### src/rtl/uart_tx_arbiter_if.sv
// Requester/transmitter bundle for uart_tx_arbiter.
// The arb_timeout signal exists only when UART_TX_ARB_TIMEOUT_EN is defined.
interface uart_tx_arbiter_if #(
    parameter int unsigned NUM_REQ = 4
);
    logic [NUM_REQ-1:0]   req_valid;
    logic [NUM_REQ*8-1:0] req_byte;
    logic [NUM_REQ-1:0]   req_last;
    logic [NUM_REQ-1:0]   req_ready;
    logic [NUM_REQ-1:0]   grant;
    logic                 tx_valid;
    logic [7:0]           tx_byte;
    logic                 tx_busy;
    logic                 arb_idle;
`ifdef UART_TX_ARB_TIMEOUT_EN
    logic                 arb_timeout;
`endif

`ifdef UART_TX_ARB_TIMEOUT_EN
    // Arbiter side
    modport slave (
        input  req_valid, req_byte, req_last, tx_busy,
        output req_ready, grant, tx_valid, tx_byte, arb_idle, arb_timeout
    );
    // Producers plus uart_tx side
    modport master (
        output req_valid, req_byte, req_last, tx_busy,
        input  req_ready, grant, tx_valid, tx_byte, arb_idle, arb_timeout
    );
`else
    // Arbiter side
    modport slave (
        input  req_valid, req_byte, req_last, tx_busy,
        output req_ready, grant, tx_valid, tx_byte, arb_idle
    );
    // Producers plus uart_tx side
    modport master (
        output req_valid, req_byte, req_last, tx_busy,
        input  req_ready, grant, tx_valid, tx_byte, arb_idle
    );
`endif
endinterface

### src/rtl/uart_tx_arbiter.sv
// Message-granular round-robin arbiter sharing one uart_tx between NUM_REQ
// debug byte streams. A grant covers a whole message (up to req_last), and a
// GAP_CYCLES idle window precedes every byte launch because tx_busy lags
// tx_valid.
// Optional feature macro: UART_TX_ARB_TIMEOUT_EN releases a grant whose owner
// stalls for TIMEOUT_CYCLES and pulses arb_timeout.
module uart_tx_arbiter #(
    parameter int unsigned NUM_REQ    = 4,
    parameter int unsigned GAP_CYCLES = 15
`ifdef UART_TX_ARB_TIMEOUT_EN
    ,
    parameter int unsigned TIMEOUT_CYCLES = 4096
`endif
) (
    input  logic               clk,
    input  logic               reset,
    uart_tx_arbiter_if.slave   bus
);

    localparam int unsigned IDX_W = (NUM_REQ > 1) ? $clog2(NUM_REQ) : 1;
    localparam int unsigned GAP_W = (GAP_CYCLES > 0) ? $clog2(GAP_CYCLES + 1) : 1;
`ifdef UART_TX_ARB_TIMEOUT_EN
    localparam int unsigned TO_W  = (TIMEOUT_CYCLES > 1) ? $clog2(TIMEOUT_CYCLES + 1) : 1;
`endif

    typedef enum logic [1:0] {
        S_IDLE,
        S_GAP,
        S_LAUNCH,
        S_DRAIN
    } state_t;

    state_t               state;
    logic [IDX_W-1:0]     rr_ptr;
    logic [IDX_W-1:0]     g_idx;
    logic [GAP_W-1:0]     gap_cnt;
    logic                 last_q;
`ifdef UART_TX_ARB_TIMEOUT_EN
    logic [TO_W-1:0]      stall_cnt;
`endif

    logic                 pick_found;
    logic [IDX_W-1:0]     pick_idx;
    logic [NUM_REQ-1:0]   pick_onehot;
    logic                 sel_valid;
    logic                 sel_last;
    logic [7:0]           sel_byte;
    logic [IDX_W-1:0]     next_ptr;
    logic                 gap_done;

    // Round-robin pick: first requester at or above rr_ptr, else wrap to the lowest.
    always_comb begin
        pick_found  = 1'b0;
        pick_idx    = '0;
        pick_onehot = '0;
        for (int j = 0; j < int'(NUM_REQ); j++) begin
            if (!pick_found && bus.req_valid[j] && (IDX_W'(j) >= rr_ptr)) begin
                pick_found = 1'b1;
                pick_idx   = IDX_W'(j);
            end
        end
        for (int j = 0; j < int'(NUM_REQ); j++) begin
            if (!pick_found && bus.req_valid[j]) begin
                pick_found = 1'b1;
                pick_idx   = IDX_W'(j);
            end
        end
        for (int j = 0; j < int'(NUM_REQ); j++) begin
            pick_onehot[j] = (IDX_W'(j) == pick_idx);
        end
    end

    // Lane mux for the current grant owner.
    always_comb begin
        sel_valid = 1'b0;
        sel_last  = 1'b0;
        sel_byte  = 8'h00;
        for (int j = 0; j < int'(NUM_REQ); j++) begin
            if (IDX_W'(j) == g_idx) begin
                sel_valid = bus.req_valid[j];
                sel_last  = bus.req_last[j];
                sel_byte  = bus.req_byte[j*8 +: 8];
            end
        end
    end

    // Pointer just past the owner, and end of the enforced idle window.
    assign next_ptr = (g_idx == IDX_W'(NUM_REQ - 1)) ? '0 : g_idx + IDX_W'(1);
    assign gap_done = (gap_cnt == GAP_W'(GAP_CYCLES));

    // Arbitration FSM with all outputs registered.
    always_ff @(posedge clk or posedge reset) begin
        if (reset) begin
            state         <= S_IDLE;
            rr_ptr        <= '0;
            g_idx         <= '0;
            gap_cnt       <= '0;
            last_q        <= 1'b0;
            bus.req_ready <= '0;
            bus.grant     <= '0;
            bus.tx_valid  <= 1'b0;
            bus.tx_byte   <= 8'h00;
            bus.arb_idle  <= 1'b1;
`ifdef UART_TX_ARB_TIMEOUT_EN
            stall_cnt       <= '0;
            bus.arb_timeout <= 1'b0;
`endif
        end else begin
            bus.req_ready <= '0;
`ifdef UART_TX_ARB_TIMEOUT_EN
            bus.arb_timeout <= 1'b0;
`endif
            case (state)
                S_IDLE: begin
                    if (pick_found) begin
                        bus.grant    <= pick_onehot;
                        g_idx        <= pick_idx;
                        gap_cnt      <= '0;
                        bus.arb_idle <= 1'b0;
                        state        <= S_GAP;
`ifdef UART_TX_ARB_TIMEOUT_EN
                        stall_cnt    <= '0;
`endif
                    end
                end

                S_GAP: begin
                    if (!gap_done) begin
                        gap_cnt <= gap_cnt + GAP_W'(1);
                    end else if (sel_valid && !bus.tx_busy) begin
                        bus.tx_byte   <= sel_byte;
                        bus.tx_valid  <= 1'b1;
                        bus.req_ready <= pick_mask(g_idx);
                        last_q        <= sel_last;
                        state         <= S_LAUNCH;
`ifdef UART_TX_ARB_TIMEOUT_EN
                        stall_cnt     <= '0;
                    end else if (!sel_valid) begin
                        // Owner went quiet mid-message: give the line away eventually.
                        if (stall_cnt == TO_W'(TIMEOUT_CYCLES - 1)) begin
                            stall_cnt       <= '0;
                            bus.grant       <= '0;
                            rr_ptr          <= next_ptr;
                            bus.arb_idle    <= 1'b1;
                            bus.arb_timeout <= 1'b1;
                            state           <= S_IDLE;
                        end else begin
                            stall_cnt <= stall_cnt + TO_W'(1);
                        end
`endif
                    end
                end

                S_LAUNCH: begin
                    if (bus.tx_busy) begin
                        bus.tx_valid <= 1'b0;
                        state        <= S_DRAIN;
                    end
                end

                S_DRAIN: begin
                    if (!bus.tx_busy) begin
                        if (last_q) begin
                            bus.grant    <= '0;
                            rr_ptr       <= next_ptr;
                            bus.arb_idle <= 1'b1;
                            state        <= S_IDLE;
                        end else begin
                            gap_cnt <= '0;
                            state   <= S_GAP;
                        end
                    end
                end

                default: begin
                    state <= S_IDLE;
                end
            endcase
        end
    end

    // One-hot mask for a lane index.
    function automatic logic [NUM_REQ-1:0] pick_mask(input logic [IDX_W-1:0] idx);
        logic [NUM_REQ-1:0] m;
        m = '0;
        for (int j = 0; j < int'(NUM_REQ); j++) begin
            m[j] = (IDX_W'(j) == idx);
        end
        return m;
    endfunction

endmodule

### src/flat_wrapper.sv
// flat-port wrapper written by rule: the top's interface ports become plain ports
module uart_tx_arbiter_flat 
#(
    parameter int unsigned NUM_REQ    = 4,
    parameter int unsigned GAP_CYCLES = 15

)
  (clk, reset, bus_req_valid, bus_req_byte, bus_req_last, bus_tx_busy, bus_req_ready, bus_grant, bus_tx_valid, bus_tx_byte, bus_arb_idle);
  uart_tx_arbiter_if #(.NUM_REQ(NUM_REQ)) bus_i ();
  input  logic clk;
  input  logic reset;
  input wire logic [$bits(bus_i.req_valid)-1:0] bus_req_valid;
  input wire logic [$bits(bus_i.req_byte)-1:0] bus_req_byte;
  input wire logic [$bits(bus_i.req_last)-1:0] bus_req_last;
  input wire logic [$bits(bus_i.tx_busy)-1:0] bus_tx_busy;
  output wire logic [$bits(bus_i.req_ready)-1:0] bus_req_ready;
  output wire logic [$bits(bus_i.grant)-1:0] bus_grant;
  output wire logic [$bits(bus_i.tx_valid)-1:0] bus_tx_valid;
  output wire logic [$bits(bus_i.tx_byte)-1:0] bus_tx_byte;
  output wire logic [$bits(bus_i.arb_idle)-1:0] bus_arb_idle;
  assign bus_i.req_valid = bus_req_valid;
  assign bus_i.req_byte = bus_req_byte;
  assign bus_i.req_last = bus_req_last;
  assign bus_i.tx_busy = bus_tx_busy;
  assign bus_req_ready = bus_i.req_ready;
  assign bus_grant = bus_i.grant;
  assign bus_tx_valid = bus_i.tx_valid;
  assign bus_tx_byte = bus_i.tx_byte;
  assign bus_arb_idle = bus_i.arb_idle;
  uart_tx_arbiter #(.NUM_REQ(NUM_REQ), .GAP_CYCLES(GAP_CYCLES)) u_core (.clk(clk), .reset(reset), .bus(bus_i));
endmodule
### config.mk
export PLATFORM = sky130hd
export DESIGN_NAME = uart_tx_arbiter_flat
export DESIGN_NICKNAME = d
export VERILOG_FILES = /design/src/rtl/uart_tx_arbiter_if.sv /design/src/rtl/uart_tx_arbiter.sv /design/src/flat_wrapper.sv
export SDC_FILE = /design/constraint.sdc
export NUM_CORES = 1
export LEC_CHECK = 0
export CAP_MARGIN = 10
export CORE_MARGIN = 10
export CORE_UTILIZATION = 50
export CTS_CLUSTER_SIZE = 14
export DETAILED_ROUTE_END_ITERATION = 8
export GPL_ROUTABILITY_DRIVEN = 1
export GPL_TIMING_DRIVEN = 1
export PLACE_DENSITY = 0.95
export SYNTH_ARGS = -nofsm -noshare
export SYNTH_HDL_FRONTEND = slang
export SYNTH_SLANG_ARGS = --single-unit
### constraint.sdc
create_clock -name clk -period 4.81 [get_ports clk]
set_input_delay 0.962 -clock clk [delete_from_list [all_inputs] [get_ports clk]]
set_output_delay 0.962 -clock clk [all_outputs]
set_load 0.02 [all_outputs]
==> impl_metrics.env <==
export IMPL_core_region_area_um2=3660
export IMPL_crit_fanout=13
export IMPL_grt_pass1_vias=1736
export IMPL_hold_buffers=0
export IMPL_grt_start_max_net_pins=30
export IMPL_viasPerCell=5.74
export IMPL_cts_resized=0
export IMPL_synth_mux_area_frac=0.0939
export IMPL_clock_fmax_ghz=0.360
export IMPL_hp_class="flop to flop"
export IMPL_synth_most_common_cell="dfrtp_1"
export IMPL_avgSynthCellArea_um2=9.35
export IMPL_numCtsBuffers=5
export IMPL_io_pins=61
export IMPL_total_power_mw=1.12
export IMPL_ys_async_sr_fraction=1.00
export IMPL_design_die_area_um2=6610
export IMPL_placedInstanceArea_um2=2500
export IMPL_peakVddDrop_v=0.000355
export IMPL_antenna_found_initial=0
export IMPL_drt_iter0_drc=93
export IMPL_cp_slowest_cell="clkdlybuf4s50_1"
export IMPL_drt_wirelength_per_cell_um=17.3
export IMPL_synth_top_family_by_area="compound AO/OA/AOI/OAI gates"
export IMPL_yosysTopAreaCell="dfrtp_1"
export IMPL_setup_tns_ns=0
export IMPL_dr_pass1_iters=4
export IMPL_cellPowerDensity_nw_per_um2=432
export IMPL_yosysWarnings=0
export IMPL_max_cap_violations=0
export IMPL_synth_edf_count=0
export IMPL_antenna_cells=0
export IMPL_setup_violations=0
export IMPL_io_buffers=60
export IMPL_htree_levels=2
export IMPL_std_cell_rows=22
export IMPL_synth_cell_types=40
export IMPL_die_w_um=81.3
export IMPL_worstPathRequired_ns=4.98
export IMPL_drt_wl_total_mm=5.31
export IMPL_overflow=0
export IMPL_synth_compound_area_frac=0.230
export IMPL_crit_chain="clkdlybuf4s50_1 > nor2b_1 > or3_4 > nor3_4 > mux2_2"
export IMPL_fin_skew_ns=0.00757
export IMPL_fin_area_um2=2580
export IMPL_grt_use_total=0.159
export IMPL_area_growth_pct=37.5
export IMPL_end_kind="flop"
export IMPL_start_kind="primary input"
export IMPL_rsz0062_at_grt="no"
export IMPL_power_leakage_nw=1.16
export IMPL_yosys_area_share_simple=0.156
export IMPL_synth_adder_area_share=0.0732
export IMPL_clockRootBuffer="clkbuf_8"
export IMPL_synth_common_cells="28 x dfrtp_1, 24 x nand2_1, 23 x a21oi_1, 19 x inv_1, 11 x ha_1"
export IMPL_synth_top_cells_by_area="dfrtp_1 37%, ha_1 7.3%, a21oi_1 6.1%, mux2_4 4.8%, nand2_1 4.8%"
export IMPL_postCtsSetupBuffers=0
export IMPL_route_detailed_drc=0
export IMPL_critPathMaxStageDelay_ns=0.59
export IMPL_clock_sinks=29
export IMPL_die_h_um=81.3
export IMPL_drive_gt1_frac=0.0846
export IMPL_synth_cells=201
export IMPL_maxSlewViolCount=0
export IMPL_instances_no_fill=308
export IMPL_relSlewSlack=0.269
export IMPL_initial_core_util=0.513
export IMPL_hpwl_mm=4.00
export IMPL_fin_crit_ns=2.78
export IMPL_dpl_cell_count=300
export IMPL_final_core_util=0.706
export IMPL_grt_pass1_wl_mm=8.31
export IMPL_max_clock_path_buffers=2
export IMPL_worstPathArrival_ns=2.94
export IMPL_syn_nets=255
export IMPL_post_route_period_util=0.577
export IMPL_clkLatencyLatePin_ns=0.28
export IMPL_tightestPinTransition_ns=1.10
export IMPL_cts_clk_slew_worst_paths_ns=0.07
export IMPL_synth_top_area_frac=0.373
export IMPL_nets=313
export IMPL_cts_tree="built"
export IMPL_synth_seq_cells=29
export IMPL_critPathKind="primary input to flop"
export IMPL_vias=1768
export IMPL_synth_xor_area_share=0
export IMPL_status="finished, final reports clean"
export IMPL_ys_flop_type="dfrtp_1"
export IMPL_seq_area_frac_synth=0.387
export IMPL_gp_congestion=0.805
export IMPL_antenna_left=0
export IMPL_hold_viol=0
export IMPL_syn_cell_area_um2=1880
path summary, 6_finish.rpt:
path	start	to	slack, ns	depth (start not counted)
worst min-delay path	u_core.bus.grant[3]	u_core.bus.grant[3]	0.48	2
max in group asynchronous	reset	u_core.bus.grant[3]	2.87	2
min in group asynchronous	reset	u_core.bus.tx_byte[3]	1.27	2
worst max-delay path	bus_req_valid[3]	u_core.bus.tx_byte[6]	2.03	5
worst min register to register	u_core.bus.grant[3]	u_core.bus.grant[3]	0.48	2
worst max register to register	u_core.g_idx[0]	u_core.bus.tx_byte[6]	2.06	6
report_power, final:
part	switching [mW]	internal, mW
combinational	0.332	0.261
clock	0.0978	0.0996
sequential	0.0389	0.286
total	0.469	0.647
metal layers:
metal  global-route usage  share of wire
met4               0.0692          0.022
met2                0.283           0.55
met3               0.0408          0.047
met1                0.175           0.38
met5                    0              0
registers in the layout, indices dropped and copies added, names as in the netlist:
| register | count |
|---|---|
| u_core.bus.tx_valid | 1 |
| u_core.rr_ptr | 2 |
| u_core.bus.arb_idle | 1 |
| u_core.state | 2 |
| u_core.bus.grant | 4 |
| u_core.bus.tx_byte | 8 |
| u_core.g_idx | 2 |
| u_core.gap_cnt | 4 |
| u_core.last_q | 1 |
| u_core.bus.req_ready | 4 |
placed cells by master (no fill, tap or decap), drive strengths merged:
cell type	instances
clkdlybuf4s50	60
dfrtp	28
nand2	24
a21oi	23
inv	19
ha	11
mux2	11
a22o	10
o21ai	10
o31ai	7
clkbuf	5
nand2b	4
nor2	4
nand3	4
and2	4
nand4	4
mux2i	3
o21a	2
o22a	2
nor2b	2
o211ai	2
or4	2
o2111ai	2
clkinv	2
nor4	1
nand3b	1
o41ai	1
nand4bb	1
o211a	1
or3	1
nor3	1
o22ai	1
a221oi	1
and3	1
a32o	1
o2bb2ai	1
a2bb2oi	1
clkinvlp	1
dfstp	1
cell families after synthesis:
kind of cell / after synthesis
and+or+nand+nor: 54
muxes: 14
DFF: 29
buffers and inverters: 28
adders and majority gates: 11
AOI/OAI and AO/OA: 65
worst max-delay path, delay by kind of cell:
family,cells,cell delay [ns]
muxes,1,0.41
and+or+nand+nor,3,0.98
buffers and inverters,1,0.59
stage by stage:
stage,hold WS (ns),setup slack [ns]
final,0.479,2.03
after global routing,0.513,1.86
after CTS,0.488,2.03
after detailed placement,0.474,1.73
after global placement,0.466,1.80
after floorplan,0.471,2.68
layout make-up:
type / count / area (µm²)
Fill cell: 259 / 1080
Clock buffer: 5 / 68.8
Multi-Input combinational cell: 144 / 1040
Clock inverter: 3 / 17.5
Sequential cell: 29 / 727
Inverter: 19 / 71.3
Tap cell: 48 / 60.1
Timing Repair Buffer: 60 / 601
No activity file was read; power rests on OpenSTA's default activity.
